`src/rtl/ifetch_pkg.sv`:
```
// Shared definitions for the instruction fetch stage: instruction field layout,
// the HALT opcode and the prefetch entry record.
package ifetch_pkg;

    localparam int OPCODE_W  = 6;
    localparam int OPCODE_HI = 31;
    localparam int OPCODE_LO = 26;
    localparam int RDST2_HI  = 25;
    localparam int RDST2_LO  = 21;
    localparam int RDST1_HI  = 20;
    localparam int RDST1_LO  = 16;
    localparam int RSRC2_HI  = 9;
    localparam int RSRC2_LO  = 5;
    localparam int RSRC1_HI  = 4;
    localparam int RSRC1_LO  = 0;

    localparam logic [OPCODE_W-1:0] OPCODE_HALT = 6'b111111;

    // Widest PC the processor can use; narrower fetch PCs are zero-extended into entries.
    localparam int PC_W = 16;

    typedef struct packed {
        logic [31:0]     code;
        logic [PC_W-1:0] pc;
    } fetch_entry_t;

    function automatic logic [OPCODE_W-1:0] opcode_of(input logic [31:0] word);
        return word[OPCODE_HI:OPCODE_LO];
    endfunction

endpackage

```
`src/rtl/fetch_fifo.sv`:
```
// Prefetch FIFO holding {instruction word, PC} entries; push, pop and flush in one cycle,
// head shown combinationally and forced to zero while empty.
module fetch_fifo
    import ifetch_pkg::*;
#(
    parameter int  ADDR_W = 9,
    parameter int  DEPTH  = 2,
    localparam int CNT_W  = $clog2(DEPTH + 1)
) (
    input  logic              clk,
    input  logic              rst_n,
    input  logic              push_i,
    input  logic              pop_i,
    input  logic              flush_i,
    input  logic [31:0]       code_i,
    input  logic [ADDR_W-1:0] pc_i,
    output logic [31:0]       code_o,
    output logic [ADDR_W-1:0] pc_o,
    output logic              valid_o,
    output logic [CNT_W-1:0]  count_o
);
    localparam int PTR_W = $clog2(DEPTH);

    fetch_entry_t     mem_q [DEPTH];
    fetch_entry_t     wr_entry;
    fetch_entry_t     head;
    logic [PTR_W-1:0] wr_ptr_q, wr_ptr_d;
    logic [PTR_W-1:0] rd_ptr_q, rd_ptr_d;
    logic [CNT_W-1:0] count_q, count_d;
    logic             do_push, do_pop;

    function automatic logic [PTR_W-1:0] ptr_inc(input logic [PTR_W-1:0] p);
        return (p == PTR_W'(DEPTH - 1)) ? '0 : p + PTR_W'(1);
    endfunction

    assign valid_o  = (count_q != '0);
    assign count_o  = count_q;
    assign do_pop   = pop_i && valid_o;
    // A flush wins over a same-cycle push: the returning word belongs to the old stream.
    assign do_push  = push_i && !flush_i;
    assign wr_entry = '{code: code_i, pc: PC_W'(pc_i)};

    always_comb begin
        wr_ptr_d = wr_ptr_q;
        rd_ptr_d = rd_ptr_q;
        count_d  = count_q;
        if (flush_i) begin
            wr_ptr_d = '0;
            rd_ptr_d = '0;
            count_d  = '0;
        end else begin
            if (do_push) wr_ptr_d = ptr_inc(wr_ptr_q);
            if (do_pop)  rd_ptr_d = ptr_inc(rd_ptr_q);
            count_d = count_q + CNT_W'(do_push) - CNT_W'(do_pop);
        end
    end

    always_ff @(posedge clk) begin
        if (!rst_n) begin
            wr_ptr_q <= '0;
            rd_ptr_q <= '0;
            count_q  <= '0;
        end else begin
            wr_ptr_q <= wr_ptr_d;
            rd_ptr_q <= rd_ptr_d;
            count_q  <= count_d;
        end
    end

    always_ff @(posedge clk) begin
        if (do_push) mem_q[wr_ptr_q] <= wr_entry;
    end

    assign head   = mem_q[rd_ptr_q];
    assign code_o = valid_o ? head.code : '0;
    assign pc_o   = valid_o ? ADDR_W'(head.pc) : '0;

endmodule

```
`src/rtl/instr_fetch.sv`:
```
// Instruction fetch stage: owns the PC, issues one-cycle-latency imem reads and feeds
// decode through fetch_fifo. Define FETCH_HALT_EN to stop fetching on the HALT opcode.
module instr_fetch
    import ifetch_pkg::*;
#(
    parameter int ADDR_W = 9,
    parameter int DEPTH  = 2
) (
    input  logic              clk,
    input  logic              rst_n,
    output logic              imem_req,
    output logic [ADDR_W-1:0] imem_addr,
    input  logic [31:0]       imem_rdata,
    output logic [31:0]       code,
    output logic [ADDR_W-1:0] code_pc,
    output logic              code_valid,
    input  logic              code_ready,
    input  logic              redirect_valid,
    input  logic [ADDR_W-1:0] redirect_pc,
    output logic              halted
);
    localparam int CNT_W = $clog2(DEPTH + 1);

    logic [ADDR_W-1:0] pc_q, pc_d;
    logic [ADDR_W-1:0] ret_pc_q, ret_pc_d;
    logic              inflight_q, inflight_d;
    logic [CNT_W-1:0]  fifo_count;
    logic [CNT_W:0]    occupancy;
    logic              pop, push, issue, halt_stop;

    assign pop = code_valid && code_ready;
    // Entries held plus the word in flight, after this cycle's pop leaves; issuing only
    // below DEPTH means a returning word always has a free slot.
    assign occupancy = (CNT_W+1)'(fifo_count) + (CNT_W+1)'(inflight_q) - (CNT_W+1)'(pop);
    assign issue     = rst_n && !redirect_valid && !halt_stop &&
                       (occupancy < (CNT_W+1)'(DEPTH));
    assign push      = inflight_q && !redirect_valid && !halt_stop;

    assign imem_req  = issue;
    assign imem_addr = pc_q;

    always_comb begin
        pc_d       = pc_q;
        ret_pc_d   = ret_pc_q;
        inflight_d = issue;
        if (redirect_valid) begin
            pc_d = redirect_pc;
        end else if (issue) begin
            pc_d     = pc_q + ADDR_W'(1);
            ret_pc_d = pc_q;
        end
    end

    always_ff @(posedge clk) begin
        if (!rst_n) begin
            pc_q       <= '0;
            ret_pc_q   <= '0;
            inflight_q <= 1'b0;
        end else begin
            pc_q       <= pc_d;
            ret_pc_q   <= ret_pc_d;
            inflight_q <= inflight_d;
        end
    end

`ifdef FETCH_HALT_EN
    logic halted_q, halted_d;

    // Once halted, the word already in flight behind the HALT is dropped as well.
    always_comb begin
        halted_d = halted_q;
        if (redirect_valid) begin
            halted_d = 1'b0;
        end else if (push && (opcode_of(imem_rdata) == OPCODE_HALT)) begin
            halted_d = 1'b1;
        end
    end

    always_ff @(posedge clk) begin
        if (!rst_n) halted_q <= 1'b0;
        else        halted_q <= halted_d;
    end

    assign halt_stop = halted_q;
`else
    assign halt_stop = 1'b0;
`endif

    assign halted = halt_stop;

    fetch_fifo #(
        .ADDR_W (ADDR_W),
        .DEPTH  (DEPTH)
    ) u_fifo (
        .clk     (clk),
        .rst_n   (rst_n),
        .push_i  (push),
        .pop_i   (pop),
        .flush_i (redirect_valid),
        .code_i  (imem_rdata),
        .pc_i    (ret_pc_q),
        .code_o  (code),
        .pc_o    (code_pc),
        .valid_o (code_valid),
        .count_o (fifo_count)
    );

endmodule

```
`config.mk`:
```
export PLATFORM = sky130hd
export DESIGN_NAME = instr_fetch
export DESIGN_NICKNAME = d
export VERILOG_FILES = /design/src/rtl/ifetch_pkg.sv /design/src/rtl/fetch_fifo.sv /design/src/rtl/instr_fetch.sv
export SDC_FILE = /design/constraint.sdc
export NUM_CORES = 1
export LEC_CHECK = 0
export ABC_AREA = 1
export CORE_UTILIZATION = 40
export DETAILED_ROUTE_END_ITERATION = 16
export PLACE_DENSITY = 0.66
export SKIP_LAST_GASP = 1
export SLEW_MARGIN = 5
export SYNTH_ARGS = -nofsm -noshare
export SYNTH_HDL_FRONTEND = slang
export SYNTH_HIERARCHICAL = 1
export SYNTH_SLANG_ARGS = --single-unit
```
`constraint.sdc`:
```
create_clock -name clk -period 3.2 [get_ports clk]
set_input_delay 0.64 -clock clk [delete_from_list [all_inputs] [get_ports clk]]
set_output_delay 0.64 -clock clk [all_outputs]
set_load 0.005 [all_outputs]
```
==> results.json, run 1 <==
{
  "irDropWorstVdd_mv": 0.274,
  "min_path_type": "flip-flop to flip-flop",
  "dieArea_um2": 11900,
  "grt_pass1_wl_mm": 14.0,
  "worstSkewPairLatency_ns": 0.34,
  "layout_common_cells": "nand2_1, clkdlybuf4s50_1, edfxtp_1",
  "synth_flop_cell": "edfxtp_1",
  "max_stage_delay_ns": 0.55,
  "cts.clk_slew.worst_paths_ns": 0.07,
  "rr_worst_depth": 16,
  "grt.total_usage_pct": 15.5,
  "ios": 98,
  "drive_above_1_share_pct": 16.1,
  "num_vias": 3086,
  "fin_cells": 654,
  "hpwl_mm": 5.64,
  "first_global_vias": 3019,
  "ys_seq_area_share_pct": 64.1,
  "timing.fmax_ghz": 0.328,
  "synth_edf_count": 82,
  "die_w_um": 109,
  "worst-path-max-fanout": 2,
  "drc": 0,
  "cp-end-kind": "output pin",
  "syn_to_final_growth_pct": 29.7,
  "wl_per_cell_um": 13.4,
  "r2r_setup_slack_ns": 0.62,
  "synth.avg_cell_area_um2": 11.2,
  "antenna_found_initial": 0,
  "num-nets-final": 558,
  "fin_crit_ns": 3.05,
  "num_rows": 38,
  "diodes": 0,
  "maxCapViolCount": 0,
  "cts_tree": "yes",
  "clock_skew_ns": 0.00969,
  "first_pass_iters": 4,
  "hold_viol_final": 0,
  "tightest_slew_ns": 0.614,
  "gp_congestion": 0.782,
  "place_inst": 637,
  "grt_max_degree": 42,
  "critPathRequiredTime_ns": 2.56,
  "synth_area_um2": 4590,
  "io_buffers": 96,
  "period_share_pct": 95.4,
  "cts_buffers": 9,
  "finalMaxSlewViolations": 0,
  "clock-sinks": 106,
  "whs_path_depth": 0,
  "status": "complete, no violations",
  "async_flop_share_pct": 0,
  "drtIter0Drc": 87,
  "pwr_density_cell_nw_per_um2": 472,
  "syn_inst": 411,
  "start_util_pct": 41.6,
  "syn_nets": 460,
  "cts_root_buffer": "clkbuf_16",
  "core_area_um2": 11000,
  "n_fill_cell": 1003,
  "holdCritStartpoint": "ret_pc_q[3]",
  "path_class": "input port to output pin",
  "cp.arrival_ns": 2.41,
  "wirelength_mm": 8.74,
  "synth_seq_cells": 106,
  "setup_viol": 0,
  "worstSetupStartpointType": "input port",
  "power_leakage_nw": 2.10,
  "ant_nets": 0,
  "cts_htree_levels": 3,
  "crit_chain": "dlygate4sd2_1 -> nand2_1 -> inv_1 -> ha_1 -> or2_4 -> fa_1 -> nand2_2 -> nor2_4 -> nand2_4 -> clkinv_4 -> buf_6",
  "grt_overflow_total": 0,
  "yosys_warnings": 6,
  "rsz0062_at_grt": "false",
  "vias_per_cell": 4.72,
  "die_h_um": 109,
  "holdPathEnd": "u_fifo/mem_q[1][3]",
  "finalPower_mw": 2.81,
  "final_common_cell": "nand2_1",
  "holdBufCountCts": 0,
  "r2r_start": "u_fifo/count_o[0]",
  "synth.distinct_cells": 33,
  "reg2reg_to": "imem_addr[6]",
  "cp_slowest_cell": "fa_1",
  "cts.path.max_buffers": 2,
  "slew_headroom_pct": 59.1
}
==> registers in the layout (all words and copies together), names as in the netlist, named ones only <==
name / flops
imem_addr: 9
inflight_q: 1
ret_pc_q: 9
u_fifo/count_o: 2
u_fifo/mem_q: 82
u_fifo/rd_ptr_q: 1
u_fifo/wr_ptr_q: 1
==> worst max-delay path: cells and delay by family <==
family                   cells  cell delay (ns)
AND/OR/NAND/NOR              5             0.52
adder cells (fa/ha/maj)      2             0.83
buffers and inverters        4             0.41
==> through the flow <==
| stage | setup slack, ns | cell area, um2 | hold slack [ns] | utilization [%] | TNS, ns |
|---|---|---|---|---|---|
| 6_report | 0.147 | 5950 | 0.451 | 53.9 | 0 |
| 5_1_grt | 0.0436 | 5950 | 0.468 | 53.9 | 0 |
| 4_1_cts | 0.141 | 5950 | 0.457 | 53.9 | 0 |
| 3_5_place_dp | -0.447 | 5630 | 0.442 | 51.0 | -0.447 |
| 3_3_place_gp | -0.480 | 5630 | 0.435 | 51.0 | -0.480 |
| 2_1_floorplan | 0.323 | 4590 | 0.420 | - | 0 |
==> Yosys cell counts (2+ instances only) <==
cell	instances	area (um2)
nand2_1	131	492
edfxtp_1	82	2460
a21oi_2	40	350
nor2_1	35	131
dfxtp_1	24	480
inv_1	18	67.6
nand3_1	16	80.1
a21oi_1	11	55.1
o21ai_0	11	55.1
buf_4	6	45.0
buf_6	6	67.6
buf_12	4	80.1
ha_1	3	37.5
inv_2	3	11.3
buf_2	2	10.0
xnor2_1	2	17.5
==> kinds of logic after synthesis <==
logic type                 after synthesis  synth area share (%)
other                                    1                0.0817
adders and majority gates                4                  1.25
DFF                                    106                  64.1
xor gates and xnor gates                 2                 0.382
buffers and inverters                   45                  6.90
AOI/OAI and AO/OA                       65                  10.5
and+or+nand+nor                        188                  16.7
==> cell type report <==
type                       instances  area, um2  area share (%)
clock inverter                     7       81.3            1.37
multi-input combinational        260       1350            22.6
inverter                          25        109            1.83
clock buffer                       9        225            3.78
sequential                       106       2940            49.5
timing repair buffer             107       1070            18.0
tap                              140        175            2.94
==> power breakdown <==
| part | leakage (nW) | internal (mW) | switching [mW] |
|---|---|---|---|
| combinational | 1.02 | 0.0976 | 0.0764 |
| sequential | 0.937 | 1.51 | 0.0197 |
| clock | 0.153 | 0.620 | 0.486 |
==> layer usage <==
metal | GRT usage (%) | part of all wire (%) | up-vias | wire length [um]
li1 | - | - | 1570 | -
met1 | 18.8 | 45 | 1432 | 3910
met2 | 27.4 | 50 | 78 | 4350
met3 | 2.81 | 4.7 | 6 | 407
met4 | 5.60 | 0.92 | 0 | 80
met5 | 0 | 0 | - | 0
==> what timing repair did <==
action	in CTS	in global routing
endpoints found under the setup margin	1	0
gates resized for setup	8	0
buffers inserted	1	0
==> worst max-delay path by stage <==
stage	start	end	slack [ns]	cells past startpoint
after detailed placement	code_ready	imem_req	-0.45	11
final	code_ready	imem_req	0.15	11
after global placement	code_ready	imem_req	-0.48	11
after CTS	code_ready	imem_req	0.14	11
after global routing	code_ready	imem_req	0.04	11
after floorplan	code_ready	imem_req	0.32	10
No activity file was read; power rests on OpenSTA's default activity.
==> run 2: changes to the inputs <==
==> constraint.sdc (replaced) <==
create_clock -name clk -period 3.2 [get_ports clk]
set_input_delay 0.32 -clock clk [delete_from_list [all_inputs] [get_ports clk]]
set_output_delay 0.32 -clock clk [all_outputs]
set_load 0.005 [all_outputs]
==> run 2 against run 1 <==
Compared with the run above:
- combinational power is essentially flat
- non-clock buffer count shrank 4
- final cell count shrank 0.76%
- highest routed layer unchanged
- design area shrank 0.29%
- global-route usage shrank 0.45 points
- utilization shrank 0.16 points
- via count is essentially flat
- critical endpoint unchanged
- clock power is essentially flat
- critical path depth grew 1
- routed wire length shrank 1.2%
- critical path type is now flip-flop to output pin
==> results.json, run 2 (synthesis results as in run 1) <==
{
  "status": "complete, no violations",
  "cts_root_buffer": "clkbuf_16",
  "cts.path.max_buffers": 2,
  "holdBufCountCts": 0,
  "tightest_slew_ns": 0.512,
  "worstSkewPairLatency_ns": 0.33,
  "irDropWorstVdd_mv": 0.309,
  "period_share_pct": 86.7,
  "ant_nets": 0,
  "min_path_type": "flip-flop to flip-flop",
  "dieArea_um2": 11900,
  "start_util_pct": 41.6,
  "cts_htree_levels": 3,
  "drc": 0,
  "setup_viol": 0,
  "holdCritStartpoint": "ret_pc_q[3]",
  "layout_common_cells": "nand2_1, clkdlybuf4s50_1, edfxtp_1",
  "grt_max_degree": 42,
  "wirelength_mm": 8.64,
  "fin_crit_ns": 2.78,
  "n_fill_cell": 962,
  "syn_to_final_growth_pct": 29.3,
  "grt.total_usage_pct": 15.1,
  "grt_pass1_wl_mm": 13.7,
  "cts_tree": "yes",
  "rsz0062_at_grt": "false",
  "slew_headroom_pct": 65.7,
  "r2r_start": "u_fifo/count_o[1]",
  "worst-path-max-fanout": 7,
  "critPathRequiredTime_ns": 2.88,
  "timing.fmax_ghz": 0.360,
  "final_common_cell": "nand2_1",
  "finalMaxSlewViolations": 0,
  "antenna_found_initial": 0,
  "worstSetupStartpointType": "flip-flop",
  "cts_buffers": 9,
  "vias_per_cell": 4.75,
  "hpwl_mm": 5.55,
  "fin_ws_ns": 0.424,
  "first_pass_iters": 4,
  "maxCapViolCount": 0,
  "seq_area_um2": 2950,
  "cp-end-kind": "output pin",
  "post_cts_buffers": 0,
  "drtIter0Drc": 113,
  "regMostFlops": "u_fifo/mem_q",
  "clock_skew_ns": 0.00607,
  "cp.arrival_ns": 2.46,
  "clock-sinks": 106,
  "drive_above_1_share_pct": 15.3,
  "hold_viol_final": 0,
  "core_area_um2": 11000,
  "setup_tns_ns": 0,
  "diodes": 0,
  "die_w_um": 109,
  "largest_reg_flops": 82,
  "first_global_vias": 2919,
  "power_leakage_nw": 2.10,
  "wl_per_cell_um": 13.3,
  "num-nets-final": 554,
  "worst_hold_slack_ns": 0.452,
  "pwr_density_cell_nw_per_um2": 479,
  "die_h_um": 109,
  "ios": 98,
  "path_class": "flip-flop to output pin",
  "grt_overflow_total": 0,
  "num_vias": 3083,
  "crit_path_start": "u_fifo/count_o[1]",
  "multi_input_area_um2": 1350,
  "num_rows": 38,
  "cts.clk_slew.worst_paths_ns": 0.06,
  "gp_congestion": 0.804,
  "io_buffers": 96,
  "dp_slack_ns": 0.175
}
-- run 2: changes by cell type in the layout (fill, tap and decap cells not counted), sizes merged --
| cell | change |
|---|---|
| buf | -5 |
| dlymetal6s2s | +1 |
| clkdlybuf4s50 | +1 |
| dlygate4sd2 | -1 |
| inv | -2 |
| bufinv | +1 |
-- run 2: area by class of cell --
class,instances,area share [%]
clock buffers,9,3.80
clock inverters,6,1.52
inverters,25,1.81
multi-input cells,260,22.7
flip-flops and latches,106,49.7
well taps,140,2.95
repair buffers,103,17.5
-- run 2: power by group --
group	switching (mW)	total [mW]	internal [mW]	leakage [nW]
clock network	0.459	1.14	0.685	0.154
registers	0.0192	1.53	1.51	0.938
logic	0.0758	0.171	0.0954	1.00
-- run 2: path summary, 6_finish.rpt --
kind                            cells after the start            endpoint  slack (ns)
worst min-delay path                                0  u_fifo/mem_q[0][3]        0.45
worst max-delay path                               12            imem_req        0.42
worst min register to register                      0  u_fifo/mem_q[0][3]        0.45
worst max register to register                     16        imem_addr[7]        0.65
-- run 2: per-stage QoR --
step / cells / area [um2] / power [mW] / utilization, %
final: 649 / 5930 / 2.84 / 53.8
after global routing: 649 / 5930 / 2.95 / 53.8
after CTS: 649 / 5920 / 2.87 / 53.7
after detailed placement: 634 / 5610 / 1.73 / 50.8
after global placement: 634 / 5610 / 1.73 / 50.8
after floorplan: 411 / 4590 / 1.63 / -
-- run 2: timing repair --
action / in CTS / in global routing
pin swaps: 0 / 1
resized for setup: 1 / 4
endpoints found under the setup margin: 1 / 1
-- run 2: per-layer routing --
| layer | vias up | global-route usage [%] | share of wire (%) |
|---|---|---|---|
| li1 | 1558 | - | - |
| met1 | 1447 | 18.1 | 45 |
| met2 | 72 | 26.4 | 50 |
| met3 | 6 | 2.75 | 4.3 |
| met4 | 0 | 6.27 | 1.1 |
| met5 | - | 0 | 0 |
-- run 2: critical path, stage by stage, from the launching register on --
cell            delay, ns
dfxtp_4              0.37
inv_4                0.07
nand2_8              0.07
nand2_1              0.07
inv_1                0.05
ha_1                 0.26
or2_2                0.31
fa_1                 0.52
nand2_2              0.07
nor2_4               0.10
nand2_4              0.06
clkinv_2             0.05
dlymetal6s2s_1       0.12
==> run 3: changes to the inputs <==
HOLD_SLACK_MARGIN = 0.12   (was unset)
==> results of run 3 <==
No change in the layout: final DEF, timing and power equal those of run 2.
